File: config.mk
export PLATFORM = sky130hd
export DESIGN_NAME = reg_writeback_queue
export DESIGN_NICKNAME = d
export VERILOG_FILES = /design/src/rtl/reg_writeback_queue.sv
export SDC_FILE = /design/constraint.sdc
export NUM_CORES = 1
export LEC_CHECK = 0
export CORE_AREA = 2 2 123 125
export CTS_BUF_LIST = sky130_fd_sc_hd__clkbuf_16
export CTS_CLUSTER_DIAMETER = 40
export DETAILED_ROUTE_END_ITERATION = 8
export DIE_AREA = 0 0 125 127
export PLACE_DENSITY = 0.81
export SETUP_SLACK_MARGIN = 0.15
export SLEW_MARGIN = 15
export SYNTH_ARGS = -nofsm -noshare
export SYNTH_HDL_FRONTEND = slang
export SYNTH_SLANG_ARGS = --single-unit
File: constraint.sdc
create_clock -name clk -period 7 [get_ports clk]
set_clock_uncertainty 0.2 [all_clocks]
set_input_delay 1.4 -clock clk [delete_from_list [all_inputs] [get_ports clk]]
set_output_delay 1.4 -clock clk [all_outputs]
set_load 0.02 [all_outputs]
File: src/rtl/reg_writeback_queue.sv
// Register writeback queue: in-order FIFO of {dst, data} results feeding one
// register file write port, with pending-write lookup for decode. Optional
// forwarding of the youngest matching entry when WB_BYPASS_EN is defined.
module reg_writeback_queue #(
    parameter int BIT_WIDTH = 32,
    parameter int DEPTH     = 4,
    localparam int AW       = $clog2(DEPTH),
    localparam int CW       = AW + 1
) (
    input  logic                 clk,
    input  logic                 rst,
    input  logic                 in_valid,
    output logic                 in_ready,
    input  logic [3:0]           in_dst,
    input  logic [BIT_WIDTH-1:0] in_data,
    input  logic                 wb_stall,
    output logic                 wrt_en,
    output logic [3:0]           dst,
    output logic [BIT_WIDTH-1:0] dst_data,
    input  logic [3:0]           src1,
    input  logic [3:0]           src2,
    output logic                 src1_pend,
    output logic                 src2_pend,
    output logic [BIT_WIDTH-1:0] src1_fwd,
    output logic [BIT_WIDTH-1:0] src2_fwd,
    output logic [CW-1:0]        count
);

    logic [3:0]           r_dst  [DEPTH];
    logic [BIT_WIDTH-1:0] r_data [DEPTH];
    logic [AW-1:0]        r_rd_ptr;
    logic [AW-1:0]        r_wr_ptr;
    logic [CW-1:0]        r_count;

    logic w_push;
    logic w_pop;
    logic w_nonempty;

    assign w_nonempty = (r_count != '0);
    assign in_ready   = (r_count < CW'(DEPTH));
    assign wrt_en     = w_nonempty && !wb_stall;
    assign w_push     = in_valid && in_ready;
    assign w_pop      = wrt_en;
    assign dst        = w_nonempty ? r_dst[r_rd_ptr]  : '0;
    assign dst_data   = w_nonempty ? r_data[r_rd_ptr] : '0;
    assign count      = r_count;

    // Occupancy and pointers; reset only touches control state.
    always_ff @(posedge clk) begin
        if (rst) begin
            r_rd_ptr <= '0;
            r_wr_ptr <= '0;
            r_count  <= '0;
        end else begin
            if (w_push) begin
                r_wr_ptr <= r_wr_ptr + 1'b1;
            end
            if (w_pop) begin
                r_rd_ptr <= r_rd_ptr + 1'b1;
            end
            case ({w_push, w_pop})
                2'b10:   r_count <= r_count + 1'b1;
                2'b01:   r_count <= r_count - 1'b1;
                default: r_count <= r_count;
            endcase
        end
    end

    // Entry storage is never cleared; occupancy gates every lookup.
    always_ff @(posedge clk) begin
        if (w_push && !rst) begin
            r_dst[r_wr_ptr]  <= in_dst;
            r_data[r_wr_ptr] <= in_data;
        end
    end

    // Walk entries oldest to youngest so the last match found is the youngest.
    always_comb begin
        logic [AW-1:0] w_idx;
        logic          w_occ;
        src1_pend = 1'b0;
        src2_pend = 1'b0;
        src1_fwd  = '0;
        src2_fwd  = '0;
        w_idx     = '0;
        w_occ     = 1'b0;
        for (int i = 0; i < DEPTH; i++) begin
            w_idx = r_rd_ptr + AW'(i);
            w_occ = (CW'(i) < r_count);
            if (w_occ && (r_dst[w_idx] == src1)) begin
                src1_pend = 1'b1;
`ifdef WB_BYPASS_EN
                src1_fwd  = r_data[w_idx];
`endif
            end
            if (w_occ && (r_dst[w_idx] == src2)) begin
                src2_pend = 1'b1;
`ifdef WB_BYPASS_EN
                src2_fwd  = r_data[w_idx];
`endif
            end
        end
    end

endmodule

==> results.txt, run 1 <==
- Max-cap violations in this run came to 0.
* Overall die area: 15,900 um2
* Area leader, netlist: sky130_fd_sc_hd__edfxtp_1
* Critical path data required time: 5.40 ns
* Final setup fails: 0
- Total wirelength of the detailed-routed design: roughly 13,000 um
- Number of cells on the worst reg-to-reg path: 7
- In the final design database the tool counted between 500 and 600 nets.
- Area share of and/or/nand/nor cells after synthesis: 5.76%
- Share of the cycle needed by the critical path after routing: between 70% and 80%
- Remaining routing DRC violations: 0
- STA puts the critical path data arrival time at about 3.3 ns.
- Entering global routing, the biggest net connects 38 pins.
- Summed over all nets, the half-perimeter wirelength after detailed placement is just under 8000 um.
* Maximum clock rate: 202 MHz
* Clock transition at the registers of the reported paths: roughly 0.060 ns
* FF+latch count, synth: ~150
* # resized after CTS: 0
- Leading cell types by total area after synthesis: sky130_fd_sc_hd__edfxtp_1 60%, sky130_fd_sc_hd__mux4_2 11%, sky130_fd_sc_hd__buf_4 7.0%, sky130_fd_sc_hd__mux4_1 3.7%, sky130_fd_sc_hd__xnor2_1 3.3%
- Root buf cell: sky130_fd_sc_hd__clkbuf_16
- In the synthesized netlist, the number of instances is 423.
- Max_slew headroom: 31.1%
- Timing analysis after detailed placement gives a worst setup slack of 2.06 ns.
- Post-synthesis area per instance: 16.9 um2
* Launching element of the worst setup path: src2[2]
* All-Layer GR Usage: 16.7%
- Routed via count divided by cell count: about 5.2
* Number of distinct library cell variants in the gate-level netlist after synthesis: 30
- The H-tree generated during clock tree synthesis spans 4 levels.
- Worst supply voltage drop on vdd: 213 uV
- For this design the top-level I/O count stands at 155.
* WL per Instance: 17.9 um
* Sort of element at the start of the critical path: input pin
- Setup slack closes at 2.06 ns.
* # placed instances: around 680
- Summing the areas of all compound-gate instances in the mapped netlist gives less than 1% of the synthesized area.
* Number of inserted diodes: 0
- RSZ-0062 raised after global routing: no
- After layout, the design draws a total of 3.16 mW.
- Fraction of synthesized cell area taken by the top area cell type: 60.5%
- Of all nets on the critical path, the largest fanout is 4.
- For this configuration, the core starts out at a cell density of 49.6%.
* Final critical delay including setup and external delays: 4.94 ns
* Synth Area in Adders: between 1.5 and 2%
* Via count of the first global-routing pass: 3,820
* Total CTS buffers: 17
- Outcome: finished, final reports clean
* Post-synthesis mux area share: 16.0%
- The worst register-to-register path begins at count[0].
* Worst-Margin Slew: roughly 1.0 ns
* TritonCTS clock tree: yes
- In this run the worst setup path terminates at src2_pend.
* Via count: 3,671
- Once detail routing completed, the nets flagged for antenna violations numbered 0.
- Setup slack on the worst reg-to-reg path comes out at around 4 ns.
* Crit end category: primary output
* Die Span X: about 130 um
* Leakage power figure: roughly 2.9 nW
* Sinks on Clock Net: 153
- Power density relative to cell area: 371 nW/um2
- DRT Pass-1 Iters: 4
- Input and output buffers added on the ports amount to 90.
* Core box area: 14,400 um2
- Share of cells above drive strength 1: roughly 14%
* Main combinational cell family by area after synthesis: multiplexers
- Number of standard-cell rows in the floorplan: 44
- Count of hold buffers inserted by post-cts repair: 0
- In this run the critical register-to-register path is captured at count[2].
* Max Slew Vio Count: 0
* Sequential element share of the synthesized area: 63.0%
* Post-Synthesis Cell Area: between 7000 and 8000 um2
- Count of buffers added by post-CTS timing repair for setup: 0
* Setup TNS: 0 ns
- The tightest min-delay check is of the reg2reg type.
- Final hold vios: 0
* Number of synthesis warnings: 0
* Placer Congestion: just over 0.9
- The filler cells instantiated in the layout total approximately 1,100.
- At the later pin of the worst-skew pair, clock insertion delay measures 0.41 ns.
- The die is 127 um tall.
* Overflow after GRT: 0
* Number of standard cells in the layout, taps in and fillers out: just over 700
- Wire length of the first global-routing pass: 20,200 um
- XOR/XNOR share of the synthesized area: 4.53%
- Antenna violations before repair: 0
* Area overhead of the layout relative to synthesis: 19.4%
- Crit Path Category: in2out
* Iteration-0 DRC count of the detailed router: 168
- Maximum buffer depth of the clock tree: 2
-- flip-flops by register name, indices dropped and copies added, names as in the netlist, named ones only --
| signal | flops |
|---|---|
| r_data | 128 |
| r_rd_ptr | 2 |
| r_wr_ptr | 2 |
| r_dst | 16 |
| count | 3 |
-- worst min path at each step --
stage / slack (ns) / cells after the start / endpoint / start
floorplan: 0.34 / 2 / r_wr_ptr[0] / r_wr_ptr[0]
global placement: 0.35 / 2 / r_wr_ptr[0] / r_wr_ptr[0]
detailed placement: 0.38 / 2 / r_wr_ptr[0] / r_wr_ptr[0]
CTS: 0.39 / 2 / r_wr_ptr[0] / r_wr_ptr[0]
global route: 0.43 / 2 / r_wr_ptr[0] / r_wr_ptr[0]
finish: 0.40 / 2 / r_wr_ptr[0] / r_wr_ptr[0]
-- Yosys cell counts --
master                     number
sky130_fd_sc_hd__nor2_1        12
sky130_fd_sc_hd__ha_1           9
sky130_fd_sc_hd__mux4_1        10
sky130_fd_sc_hd__xor2_1        10
sky130_fd_sc_hd__buf_2          3
sky130_fd_sc_hd__xnor2_1       27
sky130_fd_sc_hd__nor3_1         8
sky130_fd_sc_hd__clkbuf_1       9
sky130_fd_sc_hd__buf_1          1
sky130_fd_sc_hd__a21oi_1        4
sky130_fd_sc_hd__mux2i_1        5
sky130_fd_sc_hd__a211oi_1       1
sky130_fd_sc_hd__or4_1          2
sky130_fd_sc_hd__mux4_2        36
sky130_fd_sc_hd__buf_6          2
sky130_fd_sc_hd__conb_1         1
sky130_fd_sc_hd__nor4_1         1
sky130_fd_sc_hd__buf_4         67
sky130_fd_sc_hd__dfxtp_1        9
sky130_fd_sc_hd__nand2_1        2
sky130_fd_sc_hd__edfxtp_1     144
sky130_fd_sc_hd__inv_1          6
sky130_fd_sc_hd__clkbuf_2       1
sky130_fd_sc_hd__mux2_2         2
sky130_fd_sc_hd__or3_1          1
sky130_fd_sc_hd__nand3_1        7
sky130_fd_sc_hd__o21ai_0        1
sky130_fd_sc_hd__nor2b_1       37
sky130_fd_sc_hd__clkbuf_4       1
sky130_fd_sc_hd__and2_1         4
-- layout make-up --
type	instances	area (um2)	share of cell area [%]
Clock inverter	15	161	1.89
Sequential cell	153	4510	52.8
Timing Repair Buffer	91	908	10.6
Clock buffer	17	425	4.98
Multi-Input combinational cell	243	2280	26.7
Tap cell	184	230	2.70
Inverter	6	22.5	0.264
-- routing by layer --
layer	vias to the layer above	wire length (um)	part of all wire, %	global-route usage [%]
li1	1649	-	-	-
met3	30	727	5.7	4.56
met4	0	395	3.1	8.30
met1	1830	5240	41	20.3
met5	-	0	0	0
met2	162	6340	50	27.7
-- stage by stage --
step	util [%]	area, um2	hold WS (ns)
6_report	59.2	8530	0.397
5_1_grt	59.2	8530	0.431
4_1_cts	59.2	8530	0.392
3_5_place_dp	55.1	7950	0.376
3_3_place_gp	55.1	7950	0.354
2_1_floorplan	-	7380	0.338
-- worst max-delay path: stages --
cell and delay (ns):
sky130_fd_sc_hd__clkdlybuf4s50_1 0.60, sky130_fd_sc_hd__xnor2_1 0.12, sky130_fd_sc_hd__nand3_1 0.10, sky130_fd_sc_hd__nor3_1 0.05, sky130_fd_sc_hd__or4_1 0.52, sky130_fd_sc_hd__clkdlybuf4s50_1 0.55
-- cell usage in the layout, fill, tap and decap left out --
master and instances:
sky130_fd_sc_hd__a211oi_1 1, sky130_fd_sc_hd__a21oi_1 4, sky130_fd_sc_hd__and2_2 4, sky130_fd_sc_hd__buf_4 1, sky130_fd_sc_hd__bufinv_16 3, sky130_fd_sc_hd__clkbuf_16 17, sky130_fd_sc_hd__clkdlybuf4s50_1 90, sky130_fd_sc_hd__clkinv_2 4
sky130_fd_sc_hd__clkinv_4 1, sky130_fd_sc_hd__clkinvlp_4 3, sky130_fd_sc_hd__conb_1 64, sky130_fd_sc_hd__dfxtp_1 7, sky130_fd_sc_hd__dfxtp_2 2, sky130_fd_sc_hd__edfxtp_1 144, sky130_fd_sc_hd__ha_1 9, sky130_fd_sc_hd__inv_1 9
sky130_fd_sc_hd__inv_6 1, sky130_fd_sc_hd__mux2_2 2, sky130_fd_sc_hd__mux2i_1 5, sky130_fd_sc_hd__mux4_1 10, sky130_fd_sc_hd__mux4_2 36, sky130_fd_sc_hd__nand2_1 2, sky130_fd_sc_hd__nand3_1 7, sky130_fd_sc_hd__nor2_1 12
sky130_fd_sc_hd__nor2b_1 36, sky130_fd_sc_hd__nor2b_4 1, sky130_fd_sc_hd__nor3_1 8, sky130_fd_sc_hd__nor4_1 1, sky130_fd_sc_hd__o21ai_0 1, sky130_fd_sc_hd__or3_1 1, sky130_fd_sc_hd__or4_1 2, sky130_fd_sc_hd__xnor2_1 27
sky130_fd_sc_hd__xor2_1 10
-- logic make-up after synthesis --
group	count (synthesis)
AND/OR/NAND/NOR	74
XOR/XNOR	37
other	1
buffers and inverters	90
multiplexers	53
adder cells (fa/ha/maj)	9
AO/OA/AOI/OAI	6
flip-flops	153
-- power breakdown --
part | total, mW | internal, mW | switching (mW)
registers | 1.15 | 1.07 | 0.0874
logic | 1.10 | 0.547 | 0.558
clock network | 0.903 | 0.555 | 0.349
total | 3.16 | 2.17 | 0.994
Note: power is estimated with default switching activity, not from simulation.
==> inputs of run 2 (changes only) <==
clock period = 4.6 ns   (was 7 ns; I/O delays follow)
==> run 2 against run 1 <==
Against the previous run: first-iteration DRC count is 5.4% higher; cell count is 1.1% higher; register-to-register slack worse by 2.0 ns; global-route usage is 0.35 points higher; total power is 49% higher; cell area is 0.13% higher; combinational power is 58% higher; count of clock-buffer cells in the layout stayed put; clock power is 38% higher; largest power group is now combinational logic.
==> results.txt, run 2 (synthesized netlist as in run 1, its figures left out) <==
* Initial Utilization: 49.6% (unchanged)
* Fraction of met2 tracks used by global routing: 29.1% (was 27.7%)
* Via count: 3,718 (was 3,671)
* Fraction of met1 tracks used by global routing: 20.7% (was 20.3%)
- IO Count: 155 (unchanged)
- Launch instance of the worst min-delay path: r_wr_ptr[0] (unchanged)
* Destination of the worst register-to-register timing path: r_data[2][3] (was count[2])
* Wire length of the first global-routing pass: 20,300 um (was 20,200 um)
- The via density per instance is 5.19 (was 5.18).
- The placed wire-length estimate came to 8610 um (was 7830 um).
- The area added between synthesis and finish was 19.6% (was 19.4%).
- Sort of element at the start of the critical path: flop (was input pin)
- Power density relative to cell area: 551 nW/um2 (was 371 nW/um2)
* Input/output buffers: 90 (unchanged)
- Outcome: finished, final reports clean (unchanged)
- Share of the cycle needed by the critical path after routing: between 90% and 100%
- The overall power was 4.71 mW (was 3.16 mW).
- Maximum number of pins on one net before global-route repair: 37 (was 38)
- DRT Pass-1 Iters: 4 (unchanged)
* Fin worst setup slack: 0.351 ns (was 2.06 ns)
- Critical path data required time: 3.48 ns (was 5.40 ns)
- The die area came to 15,900 um2 (unchanged).
- The total global routing track utilization was 17.0% (was 16.7%).
- Largest register by flop count: r_data (unchanged)
* Clock transition at the registers of the reported paths: 0.06 ns (about the same)
- The setup violation total in the final timing report was 0 (unchanged).
- The reported max-cap violation count was 0 (unchanged).
- The global placement routability congestion was 0.932 (was 0.916).
- The leftover overflow at the end of global routing is 0 (unchanged).
- Antenna violations before repair: 0 (unchanged)
- Static timing analysis puts the maximum clock frequency at 235 MHz.
* Global-route layer with the greatest usage: met2 (unchanged)
* Setup TNS: 0 ns (unchanged)
- The CTS tree is yes (unchanged).
* Number of standard cells in the layout, taps in and fillers out: 717 (was 709)
- Count of hold buffers inserted by post-cts repair: 0 (unchanged)
* Endpoint of the worst hold-timing path: r_wr_ptr[0] (unchanged)
* Max Slew Vio Count: 0 (unchanged)
* Remaining routing DRC violations: 0 (unchanged)
* Final net count: 577 (was 569)
* Number of standard-cell rows in the floorplan: 44 (unchanged)
- Grt met3 use: 4.23% (was 4.56%)
* Maximum buffer depth of the clock tree: 2 (unchanged)
* Sinks on Clock Net: 153 (unchanged)
- The type of the setup path with the least slack was reg2out (was in2out).
- Path class of the lowest-slack min-delay path: reg2reg (unchanged)
* Core box area: 14,400 um2 (unchanged)
- RSZ-0062 raised after global routing: no (unchanged)
* Top fanout value on the critical path: 13 (was 4)
- Most frequent standard cell in the layout excluding fill and tap cells: sky130_fd_sc_hd__edfxtp_1 (unchanged)
- Worst supply voltage drop on vdd: 303 uV (was 213 uV)
- Total CTS buffers: 17 (unchanged)
- The setup fix buffers added after clock tree synthesis was 0 (unchanged).
- The number of instances in the placed design came to 685 (was 677).
- The buffer type at the clock tree root is sky130_fd_sc_hd__clkbuf_16 (unchanged).
* Reg-to-reg critical path startpoint: count[2] (was count[0])
- Counting I/O delays and the setup requirement, the final critical path takes around 4.2 ns.
- The largest incremental delay on the critical path is 0.69 ns (was 0.60 ns).
- Deepest level of the CTS H-tree: 4 (unchanged)
* Max_slew headroom: 61.8% (was 31.1%)
* Number of cells on the worst reg-to-reg path: 5 (was 7)
* Skew-Pair Late Insertion Delay: 0.42 ns (was 0.41 ns)
- The via count of the first global-routing pass was 3,814 (was 3,820).
- Worst setup slack before clock tree synthesis: 0.626 ns (was 2.06 ns)
- Series of cell instances along the critical path: mux4_1 -> xnor2_1 -> nand3_1 -> nor3_1 -> or4_1 -> clkdlybuf4s50_1 (was clkdlybuf4s50_1 -> xnor2_1 -> nand3_1 -> nor3_1 -> or4_1 -> clkdlybuf4s50_1).
* Worst Hold Slack: 0.422 ns (was 0.397 ns)
- The type of element capturing the critical path was a primary output (unchanged).
* WL per Instance: 18.2 um (was 17.9 um)
- Worst-Margin Slew: 0.573 ns (was 1.03 ns)
- The worst path arrival time came to 3.13 ns (was 3.34 ns).
* Total wirelength of the detailed-routed design: 13,000 um (was 12,700 um)
- The cell with the largest stage delay on the worst path is sky130_fd_sc_hd__mux4_1 (was sky130_fd_sc_hd__clkdlybuf4s50_1).
* Commonest cells after routing, fill and taps aside: 144 x sky130_fd_sc_hd__edfxtp_1, 90 x sky130_fd_sc_hd__clkdlybuf4s50_1, 64 x sky130_fd_sc_hd__conb_1, 36 x sky130_fd_sc_hd__mux4_2, 36 x sky130_fd_sc_hd__nor2b_1 (unchanged)
* Filler instances: 1,099 (was 1,084)
* Share of cells above drive strength 1: 15.4% (was 14.3%)
* Max FFs per register: 128 (unchanged)
- The total count of hold-check failures in the final report came to 0 (unchanged).
- The register-to-register path setup slack came to 2.04 ns (was 4.00 ns).
- The leakage dissipation came to 2.87 nW (was 2.86 nW).
* Remaining number of nets flagged by the antenna check after routing: 0 (unchanged)
- The vertical die dimension is 127 um (unchanged).
- The number of DRC markers after the initial detailed-route iteration was 177 (was 168).
- Number of inserted diodes: 0 (unchanged)
- Die Span X: 125 um (unchanged)
- Hold-critical path depth: 2 (unchanged)
[run 2: layout make-up]
cell class	count	area, um2	share of cell area (%)
sequential	153	4510	52.8
tap	184	230	2.69
timing repair buffer	99	968	11.3
inverter	6	22.5	0.264
multi-input combinational	243	2280	26.7
clock buffer	17	425	4.98
clock inverter	15	111	1.30
[run 2: worst max-delay path by stage]
stage	depth (start not counted)	slack, ns	to	startpoint
2_1_floorplan	5	1.51	src2_pend	src2[2]
6_report	6	0.35	src1_pend	r_rd_ptr[1]
4_1_cts	6	0.20	src1_pend	r_rd_ptr[0]
5_1_grt	6	0.23	src1_pend	r_rd_ptr[1]
3_3_place_gp	5	0.66	src1_pend	src1[2]
3_5_place_dp	5	0.63	src1_pend	src1[2]
[run 2: per-layer routing]
metal | wire (um) | part of all wire [%]
met3 | 777 | 6.0
met1 | 5230 | 40
met5 | 0 | 0
met4 | 223 | 1.7
met2 | 6790 | 52
[run 2: worst max-delay path, delay by kind of cell, from the launching register on]
kind                      cells  cell delay (ns)
and+or+nand+nor               3             0.67
muxes                         1             0.69
buffers and inverters         1             0.55
DFF                           1             0.65
xor gates and xnor gates      1             0.16
[run 2: repair_timing]
item	4_1_cts	5_1_grt
endpoints found under the setup margin	0	2
resized for setup	0	1
hold endpoints to repair	0	0
[run 2: where the power goes]
part	total (mW)	switching, mW	leakage (nW)	internal (mW)
Sequential	1.72	0.0914	1.38	1.62
Combinational	1.74	0.896	1.23	0.848
Clock	1.25	0.522	0.260	0.731
[run 2: per-stage QoR]
| stage | utilization (%) | cell area (um2) |
|---|---|---|
| detailed placement | 55.5 | 8010 |
| CTS | 59.2 | 8540 |
| floorplan | - | 7380 |
| finish | 59.2 | 8550 |
| global placement | 55.5 | 8010 |
| global route | 59.2 | 8550 |
